===== config.mk =====
export PLATFORM = sky130hd
export DESIGN_NAME = ps2_kb_writer_flat
export DESIGN_NICKNAME = d
export VERILOG_FILES = /design/src/rtl/ps2_kb_writer_pkg.sv /design/src/rtl/ps2_kb_writer_if.sv /design/src/rtl/ps2_rx_frame.sv /design/src/rtl/ps2_kb_writer.sv /design/src/flat_wrapper.sv
export SDC_FILE = /design/constraint.sdc
export NUM_CORES = 1
export LEC_CHECK = 0
export BUFFER_PORTS_ARGS = -buffer_cell sky130_fd_sc_hd__buf_2
export CAP_MARGIN = 20
export CORE_AREA = 4 4 85 87
export CTS_CLUSTER_SIZE = 12
export DETAILED_ROUTE_END_ITERATION = 10
export DIE_AREA = 0 0 89 91
export PLACE_DENSITY = 0.8
export RECOVER_POWER = 50
export SLEW_MARGIN = 20
export SYNTH_ARGS = -nofsm -noshare
export SYNTH_HDL_FRONTEND = slang
export SYNTH_SLANG_ARGS = --single-unit

===== constraint.sdc =====
create_clock -name clk -period 4.5 [get_ports clk]
set_input_delay 0.9 -clock clk [delete_from_list [all_inputs] [get_ports clk]]
set_output_delay 0.9 -clock clk [all_outputs]
set_load 0.05 [all_outputs]

===== src/rtl/ps2_kb_writer_pkg.sv =====
// Shared definitions for the PS/2 keyboard writer: prefix scancodes,
// event word field positions, receiver state encoding and word packing.
package ps2_kb_writer_pkg;

  localparam logic [7:0] SC_EXT = 8'hE0;
  localparam logic [7:0] SC_BRK = 8'hF0;

  localparam int EXT_BIT = 8;
  localparam int REL_BIT = 9;
  localparam int SEQ_LSB = 16;

  typedef enum logic [1:0] {
    IDLE  = 2'd0,
    RECV  = 2'd1,
    CHECK = 2'd2
  } rx_state_t;

  // Pack one key event: [7:0] scancode, [8] extended, [9] release,
  // [15:10] zero, [31:16] sequence number.
  function automatic logic [31:0] event_word(input logic [15:0] seq,
                                             input logic        rel,
                                             input logic        ext,
                                             input logic [7:0]  code);
    logic [31:0] w;
    w                     = '0;
    w[7:0]                = code;
    w[EXT_BIT]            = ext;
    w[REL_BIT]            = rel;
    w[SEQ_LSB +: 16]      = seq;
    return w;
  endfunction

endpackage


===== src/rtl/ps2_kb_writer_if.sv =====
// Write port from the keyboard writer into the memory map's kb_info word,
// plus the frame error pulse.
interface ps2_kb_writer_if;
  logic [31:0] kb_wraddr;
  logic [31:0] kb_wrdata;
  logic        kb_we;
  logic        frame_err;

  modport master (
    output kb_wraddr,
    output kb_wrdata,
    output kb_we,
    output frame_err
  );

  modport slave (
    input kb_wraddr,
    input kb_wrdata,
    input kb_we,
    input frame_err
  );
endinterface


===== src/rtl/ps2_rx_frame.sv =====
// PS/2 frame receiver: synchronises the raw keyboard lines, detects falling
// clock edges, shifts in an 11-bit frame, validates it and guards each frame
// with an inter-edge timeout. Emits one-cycle byte_valid / err pulses.
module ps2_rx_frame
  import ps2_kb_writer_pkg::*;
#(
  parameter int TIMEOUT_CYCLES = 50000
) (
  input  logic       clk,
  input  logic       rst_n,
  input  logic       ps2_clk,
  input  logic       ps2_data,
  output logic       byte_valid,
  output logic [7:0] rx_byte,
  output logic       err,
  output logic       tmo
);

  localparam int CNT_W = $clog2(TIMEOUT_CYCLES + 1);

  logic             clk_s1, clk_s2, clk_prev;
  logic             dat_s1, dat_s2;
  logic             fall;
  logic             bit_in;
  rx_state_t        state;
  logic [3:0]       bit_cnt;
  logic [8:0]       shreg;
  logic [CNT_W-1:0] tmo_cnt;

  assign fall   = clk_prev & ~clk_s2;
  assign bit_in = dat_s2;

  // Two-flop synchronisers on both lines plus the previous synced clock
  // for edge detection; idle-high reset so no false edge leaves reset.
  always_ff @(posedge clk or negedge rst_n) begin
    if (!rst_n) begin
      clk_s1   <= 1'b1;
      clk_s2   <= 1'b1;
      clk_prev <= 1'b1;
      dat_s1   <= 1'b1;
      dat_s2   <= 1'b1;
    end else begin
      clk_s1   <= ps2_clk;
      clk_s2   <= clk_s1;
      clk_prev <= clk_s2;
      dat_s1   <= ps2_data;
      dat_s2   <= dat_s1;
    end
  end

  // Frame FSM. The frame check is evaluated as the stop bit arrives so the
  // verdict pulse is registered and visible during the single CHECK cycle.
  // An edge always takes priority over the timeout.
  always_ff @(posedge clk or negedge rst_n) begin
    if (!rst_n) begin
      state      <= IDLE;
      bit_cnt    <= '0;
      shreg      <= '0;
      tmo_cnt    <= '0;
      byte_valid <= 1'b0;
      rx_byte    <= '0;
      err        <= 1'b0;
      tmo        <= 1'b0;
    end else begin
      byte_valid <= 1'b0;
      err        <= 1'b0;
      tmo        <= 1'b0;
      if (fall) tmo_cnt <= '0;
      case (state)
        IDLE: begin
          bit_cnt <= '0;
          if (fall && !bit_in) state <= RECV;
        end
        RECV: begin
          if (fall) begin
            if (bit_cnt == 4'd9) begin
              state   <= CHECK;
              bit_cnt <= '0;
              rx_byte <= shreg[7:0];
              if (bit_in && (^shreg)) byte_valid <= 1'b1;
              else                    err        <= 1'b1;
            end else begin
              shreg   <= {bit_in, shreg[8:1]};
              bit_cnt <= bit_cnt + 4'd1;
            end
          end else if (tmo_cnt == CNT_W'(TIMEOUT_CYCLES)) begin
            state   <= IDLE;
            bit_cnt <= '0;
            tmo_cnt <= '0;
            err     <= 1'b1;
            tmo     <= 1'b1;
          end else begin
            tmo_cnt <= tmo_cnt + CNT_W'(1);
          end
        end
        CHECK: begin
          state <= IDLE;
        end
        default: begin
          state <= IDLE;
        end
      endcase
    end
  end

endmodule


===== src/rtl/ps2_kb_writer.sv =====
// PS/2 keyboard writer: turns received scancode bytes into key event words
// (folding E0/F0 prefixes into flags) and writes them to the kb_info word.
module ps2_kb_writer
  import ps2_kb_writer_pkg::*;
#(
  parameter int TIMEOUT_CYCLES = 50000
) (
  input  logic                   clk,
  input  logic                   rst_n,
  input  logic                   ps2_clk,
  input  logic                   ps2_data,
  ps2_kb_writer_if.master        kb
);

  logic        byte_valid;
  logic [7:0]  rx_byte;
  logic        rx_err;
  logic        rx_tmo;
  logic        ext;
  logic        rel;
  logic [15:0] seq;
  logic [15:0] seq_next;
  logic [31:0] wrdata;
  logic        we;
  logic        ferr;

  ps2_rx_frame #(
    .TIMEOUT_CYCLES (TIMEOUT_CYCLES)
  ) u_rx (
    .clk        (clk),
    .rst_n      (rst_n),
    .ps2_clk    (ps2_clk),
    .ps2_data   (ps2_data),
    .byte_valid (byte_valid),
    .rx_byte    (rx_byte),
    .err        (rx_err),
    .tmo        (rx_tmo)
  );

  assign seq_next     = seq + 16'd1;
  assign kb.kb_wraddr = '0;
  assign kb.kb_wrdata = wrdata;
  assign kb.kb_we     = we;
  assign kb.frame_err = ferr;

  // Prefix tracking, sequence counter and registered write port. A bad
  // frame drops pending prefixes; a timeout leaves them in place.
  always_ff @(posedge clk or negedge rst_n) begin
    if (!rst_n) begin
      ext    <= 1'b0;
      rel    <= 1'b0;
      seq    <= '0;
      wrdata <= '0;
      we     <= 1'b0;
      ferr   <= 1'b0;
    end else begin
      we   <= 1'b0;
      ferr <= 1'b0;
      if (byte_valid) begin
        case (rx_byte)
          SC_EXT: ext <= 1'b1;
          SC_BRK: rel <= 1'b1;
          default: begin
            seq    <= seq_next;
            wrdata <= event_word(seq_next, rel, ext, rx_byte);
            we     <= 1'b1;
            ext    <= 1'b0;
            rel    <= 1'b0;
          end
        endcase
      end else if (rx_err) begin
        ferr <= 1'b1;
        if (!rx_tmo) begin
          ext <= 1'b0;
          rel <= 1'b0;
        end
      end
    end
  end

endmodule


===== src/flat_wrapper.sv =====
// flat-port wrapper written by rule: the top's interface ports become plain ports
module ps2_kb_writer_flat import ps2_kb_writer_pkg::*;
#(
  parameter int TIMEOUT_CYCLES = 50000
)
  (clk, rst_n, ps2_clk, ps2_data, kb_kb_wraddr, kb_kb_wrdata, kb_kb_we, kb_frame_err);
  ps2_kb_writer_if kb_i ();
  input  logic clk;
  input  logic rst_n;
  input  logic ps2_clk;
  input  logic ps2_data;
  output wire logic [$bits(kb_i.kb_wraddr)-1:0] kb_kb_wraddr;
  output wire logic [$bits(kb_i.kb_wrdata)-1:0] kb_kb_wrdata;
  output wire logic [$bits(kb_i.kb_we)-1:0] kb_kb_we;
  output wire logic [$bits(kb_i.frame_err)-1:0] kb_frame_err;
  assign kb_kb_wraddr = kb_i.kb_wraddr;
  assign kb_kb_wrdata = kb_i.kb_wrdata;
  assign kb_kb_we = kb_i.kb_we;
  assign kb_frame_err = kb_i.frame_err;
  ps2_kb_writer #(.TIMEOUT_CYCLES(TIMEOUT_CYCLES)) u_core (.clk(clk), .rst_n(rst_n), .ps2_clk(ps2_clk), .ps2_data(ps2_data), .kb(kb_i));
endmodule

Word-level counts from Yosys, hierarchy flattened
Index checks and enable logic that the tools add are counted.
{"block": "totals", "regBits": 93, "out_inout_bits": 66, "word_cells": 86}
{"block": "op_classes", "addsub": 3, "n_eq_ne": 11, "muxes": 34, "bitwise_logic": 4, "n_reduce_logical": 15}
{"operator": "$mux W16", "n": 4}
{"operator": "$add A16 B1 Y16 const B", "n": 2}
{"operator": "$mux W1", "n": 19}
{"operator": "$eq A16 B16 Y1 const B", "n": 1}
{"operator": "$eq A8 B8 Y1 const B", "n": 2}
{"operator": "$reduce_and A3 Y1", "n": 5}
{"operator": "$mux W4", "n": 3}
{"operator": "$reduce_xor A9 Y1", "n": 1}
{"operator": "$mux W2", "n": 4}
{"operator": "$ne A2 B2 Y1 const B", "n": 4}
{"operator": "$pmux W4 S2", "n": 1}
{"operator": "$ne A3 B3 Y1 const B", "n": 2}
{"operator": "$add A4 B1 Y4 const B", "n": 1}
{"operator": "$eq A4 B4 Y1 const B", "n": 1}
{"operator": "$pmux W1 S2", "n": 2}
{"operator": "$pmux W2 S2", "n": 1}
{"operator": "$reduce_and A2 Y1", "n": 2}
{"operator": "$reduce_bool A2 Y1", "n": 2}
{"operator": "$not A1 Y1", "n": 3}
{"operator": "$eq A2 B1 Y1 const B", "n": 1}
{"operator": "$logic_and A1 B1 Y1", "n": 2}
{"operator": "$logic_not A2 Y1", "n": 1}
{"operator": "$reduce_or A2 Y1", "n": 1}
{"operator": "$and A1 B1 Y1", "n": 1}
{"operator": "$logic_not A1 Y1", "n": 1}

Depth between registers and ports, before layout
{"block": "depth", "depth_word": 6, "depth_mapped": 8, "ltp_nobuf": 7}

Hierarchy
Synthesis repeated with hierarchy kept, for this count alone.
{"block": "hier_totals", "cells_unflattened": 360, "area_unflattened_um2": 3822.4}
{"module": "ps2_rx_frame", "instances": 1, "cells_per_inst": 197, "area_each_um2": 2223.4}
{"module": "ps2_kb_writer", "instances": 1, "cells_per_inst": 163, "area_each_um2": 1599.0}

Worst setup path before layout
Ideal clock, no wire load.
{"block": "synth_path", "path_kind": "register to register", "start": "reg u_core.u_rx.tmo_cnt[13]", "end": "reg u_core.u_rx.bit_cnt[3]", "setup_time_ps": 132, "arrival_time_ps": 1962, "t_required_ps": 4368, "slack_ps": 2405, "path_stages_with_launch": 7, "n_path_buf": 1, "synth_period_minus_slack_ps": 2095, "cell_sequence": "dfrtp_1 or4_4 nor4_4 nor2_2 buf_6 o31ai_1 o31ai_1"}
{"block": "synth_between", "elab_chain_cells": 3}
{"element": "from (decl)", "line": "ps2_rx_frame.sv:28", "text": "logic [CNT_W-1:0] tmo_cnt;"}
{"element": "from (signal assigned)", "line": "ps2_rx_frame.sv:93", "text": "tmo_cnt <= tmo_cnt + CNT_W'(1);"}
{"element": "$eq A16 B16 Y1", "line": "ps2_rx_frame.sv:86", "text": "end else if (tmo_cnt == CNT_W'(TIMEOUT_CYCLES)) begin"}
{"element": "$ne A3 B3 Y1 (no source line)"}
{"element": "$reduce_and A2 Y1 (no source line)"}
{"element": "to (signal assigned)", "line": "ps2_rx_frame.sv:84", "text": "bit_cnt <= bit_cnt + 4'd1;"}
{"element": "to (decl)", "line": "ps2_rx_frame.sv:26", "text": "logic [3:0] bit_cnt;"}
No other way between the ends.
A chain may end at the register's enable or synchronous reset.

Worst setup path in the final report
{"block": "layout_path", "start": "reg u_core.u_rx.state[1]", "end": "reg u_core.u_rx.tmo_cnt[13]"}
{"block": "layout_between", "elab_chain_cells": 2}
{"element": "from (decl)", "line": "ps2_rx_frame.sv:25", "text": "rx_state_t state;"}
{"element": "from (signal assigned)", "line": "ps2_rx_frame.sv:56", "text": "state <= IDLE;"}
{"element": "from (signal assigned)", "line": "ps2_rx_frame.sv:72", "text": "if (fall && !bit_in) state <= RECV;"}
{"element": "from (signal assigned)", "line": "ps2_rx_frame.sv:77", "text": "state <= CHECK;"}
{"element": "$eq A2 B1 Y1", "line": "ps2_rx_frame.sv:69", "text": "case (state)"}
{"element": "$mux W16", "line": "ps2_rx_frame.sv:69"}
No other way between the ends.

==> reports/metrics.csv <==
metric,value,unit
grt ovf,0,
Starting Density,0.582,
CTS root buf,clkbuf_8,
first-pass GRT wire length,10300,µm
min Tclk post-route,2360,ps
WP data required,4760,ps
"EDFF count, synth",0,
Die Y,91,µm
top post-synthesis cells by count,"72 x dfrtp_1, 40 x nand2_1, 38 x buf_4",
clock tree sinks,77,
"reg-to-reg slack, setup",2140,ps
initial drt markers,123,
clk_lat worst skew,350,ps
drt total wl,6260,µm
failing checks,"capacitance limit, slew limit",
Port Buffers,31,
routed len/inst,13.9,µm
Max Fanout on Critical Path,23,
area grow syn2layout,7.99,%
vias in the first global route,2174,
DP HPWL,4340,µm
die outline width,89,µm
Post-Layout Cell Count,451,
RSZ-0062 raised after global routing,no,
Fin Clk Skew,14.4,ps
final setup TNS,0,ps
total global-route track usage,0.160,
P_leak,2.03,nW
post-synth top area cell,dfrtp_1,
post-route ant nets,0,
die area,8100,µm²
htree depth,3,
antenna violations before repair,0,
Std-Cell Core Area,6350,µm²
DRC viols,0,
cts hold-fix bufs,0,
Synth Cell Area,3690,µm²
outcome,"complete, but fails checks",
diode count,0,
CTS max path bufs,2,
TritonCTS buffer count,9,
top cell type's share of synthesized area,0.488,
CP Class,reg -> reg,
drt first pass iters,4,
top-count cell post-synth,dfrtp_1,
# resized after CTS,0,
Peak VDD IR,0.222,mV
crit start category,flip-flop,
I/O Pins,70,
Synth area leaders,"dfrtp_1 49%, buf_4 7.7%, mux2_2 6.7%",
final setup margin,2140,ps
"Reg clk slew, reported paths",80,ps
Avg Inst Size Synth,11.0,µm²
fin util,0.628,
"Seq/Total Area, Yosys",0.523,
Power Density,408,nW/µm²
Final setup viols,0,
period utilization,0.523,
final hold vios,0,
Yosys cell types,45,
ys flop type,dfrtp_1,
largest net degree at the start of global routing,78,
Slew Limit Fails,78,
number of synthesized register bits,77,
relative slew slack,-0.243,
nets,378,
Placed Cells,435,
CP arrival,2620,ps
fmax,0.425,GHz
"Setup Fix Bufs, Post-CTS",0,
Worst Tran Pin Value,1860,ps
row count,29,
maxcap violations,1,
asr flop ratio synth,1.00,
RePlAce Congestion,0.787,
Synth Instances,335,
CTS tree,built,
Synth warnings,0,
layout cell share with drive strength beyond 1,0.206,
DR vias/cell,5.27,
"worst slack, placed",2180,ps
Hold Path Class,reg -> reg,
Worst setup EP type,flip-flop,
via count,2375,
Hold WS,363,ps
==> power by group <==
| part | internal, mW | switching [mW] | leakage (nW) |
|---|---|---|---|
| combinational | 0.106 | 0.169 | 0.864 |
| sequential | 0.729 | 0.0426 | 1.05 |
| clock | 0.320 | 0.261 | 0.115 |
| total | 1.16 | 0.473 | 2.03 |
==> cell families after synthesis <==
kind of cell / count (synthesis) / share of synthesized area
flip-flops: 77 / 0.523
multiplexers: 25 / 0.0752
other: 1 / 0.00101
buffers and inverters: 51 / 0.0931
XOR/XNOR: 23 / 0.0582
AND/OR/NAND/NOR: 112 / 0.159
adder cells (fa/ha/maj): 5 / 0.0169
AO/OA/AOI/OAI: 41 / 0.0735
==> worst max-delay path, stage by stage (launching register included) <==
cell,delay [ps]
dfrtp_1,460
nor2b_1,480
nand2_1,260
nor2_2,730
a21oi_1,170
mux2i_1,180
==> final cells by class <==
cell class                 count  area, µm²
fill                         522       2360
sequential                    77       1930
multi-input combinational    244       1560
timing repair buffer          32        159
clock buffer                   9        124
clock inverter                 7        104
tap                           77       96.3
inverter                       5       18.8
==> path summary, 6_finish.rpt <==
| check | startpoint | to | cells past startpoint |
|---|---|---|---|
| max | u_core.u_rx.state[1]$_DFFE_PN0P_ | u_core.u_rx.tmo_cnt[13]$_DFF_PN0_ | 5 |
| min | u_core.u_rx.clk_s1$_DFF_PN1_ | u_core.u_rx.clk_s2$_DFF_PN1_ | 0 |
| max reg2reg | u_core.u_rx.state[1]$_DFFE_PN0P_ | u_core.u_rx.tmo_cnt[13]$_DFF_PN0_ | 5 |
| min reg2reg | u_core.u_rx.clk_s1$_DFF_PN1_ | u_core.u_rx.clk_s2$_DFF_PN1_ | 0 |
| max in group asynchronous | rst_n | u_core.u_rx.shreg[6]$_DFFE_PN0P_ | 1 |
| min in group asynchronous | rst_n | u_core.u_rx.tmo_cnt[2]$_DFF_PN0_ | 1 |
==> through the flow <==
| step | cell area, µm² | power, mW |
|---|---|---|
| after CTS | 4000 | 1.65 |
| after global placement | 3770 | 1.05 |
| after detailed placement | 3780 | 1.06 |
| after global routing | 3990 | 1.71 |
| after floorplan | 3830 | 1.04 |
| final | 3990 | 1.63 |
==> sequential cells by signal, indices dropped and copies added, names as in the netlist, 2 cells and up <==
signal	cells
u_core.u_rx.tmo_cnt	16
u_core.u_rx.bit_cnt	4
u_core.u_rx.shreg	9
u_core.seq	15
u_core.kb.kb_wrdata	11
u_core.u_rx.rx_byte	8
u_core.u_rx.state	2
==> layout by cell type (no fill, tap or decap), types with 2 or more instances in the layout <==
master,Yosys,layout
a22o_1,4,4
nand4b_1,2,2
nand2b_1,5,5
inv_6,0,3
o21ai_0,13,13
buf_2,2,30
o41ai_1,1,2
a31oi_1,2,2
nand3_1,15,15
nand2_1,40,40
conb_1,1,38
and3_1,5,5
a21o_1,5,5
ha_1,5,5
a21oi_1,7,7
nand3b_1,3,3
bufinv_16,0,2
mux2_2,22,22
or3_1,2,2
o31ai_1,4,4
dfrtp_1,72,72
nor2b_1,4,4
nor2_1,11,11
inv_1,5,5
dfstp_2,5,4
clkbuf_8,0,9
xor2_1,5,5
nor3_1,8,8
clkinv_4,0,2
nand4_1,6,6
xnor2_1,17,17
mux2i_1,3,3
and4_1,3,3
==> metal layers <==
| metal | part of all wire | routed length (µm) | global-route usage | vias up |
|---|---|---|---|---|
| li1 | - | - | - | 1156 |
| met1 | 0.47 | 2920 | 0.231 | 1145 |
| met2 | 0.47 | 2910 | 0.235 | 66 |
| met3 | 0.055 | 347 | 0.0299 | 8 |
| met4 | 0.014 | 85 | 0.0707 | 0 |
| met5 | 0 | 0 | 0 | - |
(Power assumes the default switching activity.)
